`config.mk`:
```
export PLATFORM = sky130hd
export DESIGN_NAME = fifo_write_arbiter
export DESIGN_NICKNAME = d
export VERILOG_FILES = /design/src/rtl/fifo_write_arbiter.sv
export SDC_FILE = /design/constraint.sdc
export NUM_CORES = 1
export LEC_CHECK = 0
export BUFFER_PORTS_ARGS = -buffer_cell sky130_fd_sc_hd__buf_2
export CAP_MARGIN = 5
export CELL_PAD_IN_SITES_DETAIL_PLACEMENT = 1
export CELL_PAD_IN_SITES_GLOBAL_PLACEMENT = 2
export CORE_MARGIN = 5
export CORE_UTILIZATION = 23
export CTS_CLUSTER_SIZE = 24
export DETAILED_ROUTE_END_ITERATION = 10
export PLACE_DENSITY = 0.88
export RECOVER_POWER = 25
export SLEW_MARGIN = 20
export SYNTH_ARGS = -nofsm -noshare
export SYNTH_HDL_FRONTEND = slang
export SYNTH_SLANG_ARGS = --single-unit
```
`constraint.sdc`:
```
create_clock -name iw_clk -period 2.5 [get_ports iw_clk]
set_input_delay 0.25 -clock iw_clk [delete_from_list [all_inputs] [get_ports iw_clk]]
set_output_delay 0.25 -clock iw_clk [all_outputs]
set_load 0.1 [all_outputs]
```
`src/rtl/fifo_write_arbiter.sv`:
```
// fifo_write_arbiter: round-robin burst arbiter sharing one FIFO write port among p_REQS requesters
module fifo_write_arbiter #(
   parameter int p_WIDTH = 8,
   parameter int p_REQS  = 4,
   parameter int p_BURST = 4,
   localparam int lp_IDX_WIDTH = $clog2(p_REQS)
) (
   input  logic                            iw_clk,
   input  logic                            iw_reset_n,
   input  logic [p_REQS-1:0]               iwv_valid,
   input  logic [p_REQS*p_WIDTH-1:0]       iwv_data,
   output logic [p_REQS-1:0]               owv_ready,
   input  logic                            iw_full,
   output logic                            ow_wrena,
   output logic [lp_IDX_WIDTH+p_WIDTH-1:0] owv_wrdata,
   output logic [p_REQS-1:0]               owv_grant,
   output logic                            ow_busy
);
   localparam int lp_BEAT_WIDTH = $clog2(p_BURST+1);

   typedef enum logic {IDLE, GRANT} state_t;

   state_t                    r_state, state_nx;
   logic [lp_IDX_WIDTH-1:0]   r_owner, owner_nx, r_last, last_nx;
   logic [lp_BEAT_WIDTH-1:0]  r_beats, beats_nx, beats_inc;
   logic                      owner_valid, beat, release_now;
   logic [p_WIDTH-1:0]        owner_data;

   // First valid index after last, wrapping at p_REQS; last itself is scanned last
   function automatic logic [lp_IDX_WIDTH-1:0] pick(input logic [lp_IDX_WIDTH-1:0] last,
                                                     input logic [p_REQS-1:0] v);
      logic [lp_IDX_WIDTH-1:0] r;
      logic found;
      int j;
      r = '0;
      found = 1'b0;
      for (int k = 1; k <= p_REQS; k++) begin
         j = (int'(last) + k) % p_REQS;
         if (!found && v[j]) begin
            r = lp_IDX_WIDTH'(j);
            found = 1'b1;
         end
      end
      return r;
   endfunction

   // Unregistered datapath: the owner's word goes straight to the FIFO on a handshake
   always_comb begin
      owner_valid = iwv_valid[r_owner];
      owner_data  = iwv_data[r_owner*p_WIDTH +: p_WIDTH];
      ow_busy     = (r_state == GRANT);
      owv_grant   = ow_busy ? (p_REQS'(1) << r_owner) : '0;
      owv_ready   = owv_grant & {p_REQS{~iw_full}};
      beat        = ow_busy & owner_valid & ~iw_full;
      ow_wrena    = beat;
      owv_wrdata  = ow_busy ? {r_owner, owner_data} : '0;
      beats_inc   = r_beats + 1'b1;
      release_now = (beat && beats_inc == lp_BEAT_WIDTH'(p_BURST)) || !owner_valid;
   end

   // Next-state: arbitrate from idle, or hand off directly to the next owner on release
   always_comb begin
      state_nx = r_state;
      owner_nx = r_owner;
      last_nx  = r_last;
      beats_nx = r_beats;
      if (r_state == IDLE) begin
         if (|iwv_valid) begin
            state_nx = GRANT;
            owner_nx = pick(r_last, iwv_valid);
            beats_nx = '0;
         end
      end else if (release_now) begin
         last_nx  = r_owner;
         state_nx = (|iwv_valid) ? GRANT : IDLE;
         owner_nx = (|iwv_valid) ? pick(r_owner, iwv_valid) : r_owner;
         beats_nx = '0;
      end else begin
         beats_nx = beat ? beats_inc : r_beats;
      end
   end

   // State registers; reset aborts any burst immediately
   always_ff @(posedge iw_clk or negedge iw_reset_n) begin
      if (!iw_reset_n) begin
         r_state <= IDLE;
         r_owner <= '0;
         r_last  <= lp_IDX_WIDTH'(p_REQS-1);
         r_beats <= '0;
      end else begin
         r_state <= state_nx;
         r_owner <= owner_nx;
         r_last  <= last_nx;
         r_beats <= beats_nx;
      end
   end
endmodule
```
After elaboration in Yosys (flattened, before gate mapping)
Cells that the tools add are included.
Widths: inputs -> output; s select.

storage, ports and cells
  output and inout bits = 20
  ROM bits = 0
  flip-flop bits (word level) = 8
  memories kept = 0
  bits in writable memories = 0
  word-level logic and storage cells = 133
  latch bits = 0

cells by class
  $mul = 0
  multiplexer cells = 65
  divide/modulo/power cells = 0
  equality and inequality tests = 4
  reduce and logical (&&, ||, !) cells = 28
  $lt $le $gt $ge = 9
  add/sub/neg operators = 9
  bitwise operators = 12
  shift operators = 2

operators with widths
  operator             count
  $mux 1               38
  $lt 3x4->1 const B   8
  $shiftx 32x6->8      1
  $mux 2               12
  $bmux 1 s2           9
  $reduce_or 2->1      8
  $mux 3               4
  $mux 10              1
  $add 2x1->2 const B  4
  $add 2x2->2 const B  4
  $and 1x1->1 const A  8
  $logic_and 1x1->1    7
  $logic_not 1->1      7
  $and 4x4->4          1
  $mux 4               1
  $ne 2x1->1 const B   2
  $reduce_and 2->1     2
  $reduce_or 4->1      1
  $shl 1x2->4 const A  1
  $add 3x1->3 const B  1
  $eq 3x3->1 const B   1
  $lt 2x3->1 const B   1
  $ne 3x1->1 const B   1
  $reduce_and 3->1     1
  4 further kinds      5

Longest topological paths before layout
  word-level depth = 25
  mapped depth = 10
  gate-level depth less buffers = 7

Least setup slack after synthesis
Ideal clock, no wire load.

  path kind = reg2out
  start = register r_state (netlist: ow_busy)
  end = output owv_ready[1]
  arrival = 3.523 ns
  required time = 2.250 ns
  cell stages (with the launch flop) = 4
  slack = -1.273 ns
  cell sequence = dfrtp_1 buf_2 and2_1 nor2b_1

on the way
  longest elaborated chain between the ends = 2

RTL lines
  item                    line  source
  start, declared         23    state_t r_state, state_nx;
  start signal, assigned  91    r_state <= state_nx;
  $mux 4                  52    owv_grant = ow_busy ? (p_REQS'(1) << r_owner) : '0;
  named net owv_grant[1]  16    output logic [p_REQS-1:0] owv_grant,
  $and 4x4->4             53    owv_ready = owv_grant & {p_REQS{~iw_full}};
  end, declared           12    output logic [p_REQS-1:0] owv_ready,

The timed path passes the listed nets, and every way through them passes these cells.

Worst setup path after layout
  start = register r_owner[1]
  end = register r_owner[1]

on the way
  longest elaborated chain between the ends = 23
  elaborated cells between the ends (all ways) = 48
  those cells by class = 4 x add/sub; 2 x eq/ne; 30 x mux; 2 x bitwise; 10 x reduce/logical

RTL lines
  item                                       line  source
  start, declared                            24    logic [lp_IDX_WIDTH-1:0] r_owner, owner_nx, r_last, last_nx;
  start signal, assigned                     92    r_owner <= owner_nx;
  $add 2x1->2                                38    j = (int'(last) + k) % p_REQS;
  $bmux 1 s2                                 39    if (!found && v[j]) begin
  $mux 1 (not written as such) (2 in a row)  39
  $mux 1                                     39
  $mux 1                                     73    end else if (release_now) begin
  $mux 1                                     67    if (r_state == IDLE) begin
  $logic_not 1->1                            39
  $logic_and 1x1->1                          39
  (+6 left out)                              -
  $mux 1                                     73
  $mux 1                                     67
  $logic_not 1->1                            39
  $logic_and 1x1->1                          39
  $mux 2                                     39
  $mux 2                                     76    owner_nx = (|iwv_valid) ? pick(r_owner, iwv_valid) : r_owner;
  $mux 2                                     73
  $mux 2                                     67

Several ways; a longest one is shown, not always the timed one. The select of a mux whose other input is x is not followed.
A chain may end at the register's enable or synchronous reset.

==> qor.txt <==
Status -> finished clean
Routability Congestion -> 0.7809
Top routing layer used -> met4
DR WL met3 -> 396 µm
Post-route minimum period -> 2.286 ns
CTS Sinks -> 8
Post-CTS setup buffers -> 0
CP arrival -> 2.43 ns
Slew Limit Fails -> 0
Worst R2R Path Depth -> 7
Yosys warns -> 0
Initial Utilization -> 0.2352
Post-DP HPWL -> 2.887 mm
TritonCTS Buffers -> 3
Die width -> 79.03 µm
Drt first pass iters -> 4
CTS tree -> done
Count leader, synth -> and2_1
Congestion Overflow GR -> 0
WS Path Type -> flip-flop to flip-flop
Core area -> 4661 µm²
DIE HEIGHT -> 79.03 µm
Largest fanout on the critical path -> 5
Fin. Hold Viols -> 0
M1 WL -> 1.370 mm
Max Cap Viol -> 0
Top-area cell type share of the netlist area -> 0.2260
Vias -> 1,120
Post-CTS Resized -> 0
Area leader, netlist -> mux4_2
Synthesized area per cell -> 9.964 µm²
Yosys cell types -> 38
Rel. slew slack -> 0.6694
Sequential area share after synthesis -> 0.1849
Layout cells sized above 1 -> 0.5427
Inserted Diodes -> 0
Largest net degree at the start of global routing -> 27
Global-route wire length before repair -> 6.023 mm
CTS root buf -> clkbuf_8
DR iter-0 viols -> 66
Clock latency on the worst-skew pair -> 0.23 ns
Routed wire length -> 3.574 mm
Clock transition at path regs -> 0.04 ns
Deepest clock path buffer count -> 2
Register bit total from synthesis -> 8
Final Setup Violations -> 0
Post-synth net total -> 155
Area Overhead vs Synth -> 36.76%
DR WL met2 -> 1.798 mm
Worst Hold Class -> input pin to asynchronous set/reset pin
Mapped cell area -> 1096 µm²
# rows -> 25
TNS Setup -> 0 ns
Die Area -> 6246 µm²
Post-route DRC -> 0
Most instantiated cells after synthesis -> and2_1, mux4_2, dfrtp_1, ha_1, mux2i_1
Post-DR wirelength/cell -> 16.39 µm
Startpoint types -> flip-flop
Critical path capture point type -> flip-flop
# IOs -> 59
Initial antenna violation count -> 0
H-tree level count -> 1
Final Cycle Share -> 0.9145
Mapped Cells -> 110
RSZ-0062 raised after global routing -> false
Number of global-route vias before repair -> 1,212
CTS hold repair buffers -> 1
Vias per cell -> 5.138
Top cells by area, synth -> mux4_2, dfrtp_1, and2_1
All-layer global routing usage -> 0.1210
Nets -> 210
FMAX -> 437.4 MHz
Main synth FF type -> dfrtp_1
WP data required -> 2.64 ns
Post-synth EDFFs -> 0
Port Buffers -> 58
Final ANT Viol Nets -> 0
Post-synthesis async set-or-reset flop share -> 1.000
Clk_skew -> 0.0008136 ns
Worst-margin pin slew -> 0.4993 ns
per-stage QoR:
| step | util | area (µm²) | hold WS (ns) | cells | setup slack (ns) |
|---|---|---|---|---|---|
| 2_1_floorplan | - | 1142 | -0.04559 | 110 | 0.009039 |
| 3_3_place_gp | 0.3103 | 1446 | 0.1046 | 213 | 0.3336 |
| 3_5_place_dp | 0.3103 | 1446 | 0.1131 | 213 | 0.2466 |
| 4_1_cts | 0.3221 | 1501 | 0.3990 | 218 | 0.2131 |
| 5_1_grt | 0.3216 | 1499 | 0.5227 | 218 | 0.1311 |
| 6_report | 0.3216 | 1499 | 0.4781 | 218 | 0.2137 |
sequential cells by signal (all words and copies together), names as in the netlist:
| register | count |
|---|---|
| r_beats | 3 |
| r_owner | 2 |
| ow_busy | 1 |
| r_last | 2 |
worst paths after layout:
check	from	endpoint	slack, ns
worst max-delay path	r_owner[1]$_DFFE_PN0P_	r_owner[1]$_DFFE_PN0P_	0.21
worst min-delay path	iw_reset_n	r_beats[0]$_DFFE_PN0P_	0.48
worst max register to register	r_owner[1]$_DFFE_PN0P_	r_owner[1]$_DFFE_PN0P_	0.21
worst min register to register	r_beats[2]$_DFFE_PN0P_	r_beats[2]$_DFFE_PN0P_	0.49
max in group asynchronous	iw_reset_n	r_last[1]$_DFFE_PN1P_	1.68
min in group iw_clk	r_beats[2]$_DFFE_PN0P_	r_beats[2]$_DFFE_PN0P_	0.49
layout by cell type (no fill, tap or decap), types with 4 or more instances in the layout:
cell / count
ha_1: 6
mux2i_1: 6
mux4_2: 11
and2_1: 10
dfrtp_1: 5
buf_2: 56
nor2b_4: 4
nand2_1: 4
and2_2: 4
final cells by class:
type                            instances  area, µm²
Fill cell                             551       3162
Inverter                                4      15.01
Timing Repair Buffer                   62      320.3
Multi-Input combinational cell         86      847.1
Tap cell                               54      67.56
Clock buffer                            4      45.04
Sequential cell                         8      203.9
logic make-up after synthesis:
logic type      Yosys count  share of synthesized area
fa+ha+maj                 6                    0.06849
simple gates             41                     0.2203
buf+inv                  16                    0.07648
compound gates           17                     0.1062
flops                     8                     0.1849
xor+xnor                  1                   0.007992
mux                      21                     0.3356
layer usage:
layer,global-route usage,vias to the layer above
met5,0,-
met4,0.03265,0
met3,0.03628,2
met2,0.2264,55
met1,0.1310,542
li1,-,521
critical path, stage by stage, from the launching register on:
cell     delay, ns
dfrtp_1       0.33
inv_1         0.10
ha_1          0.34
mux4_2        0.53
or2_0         0.24
or3_1         0.34
nand3_1       0.11
mux2i_1       0.21
Power is left out: the tool's default activity adds up to more than one toggle a clock period on the data nets, which glitch-free logic cannot reach.
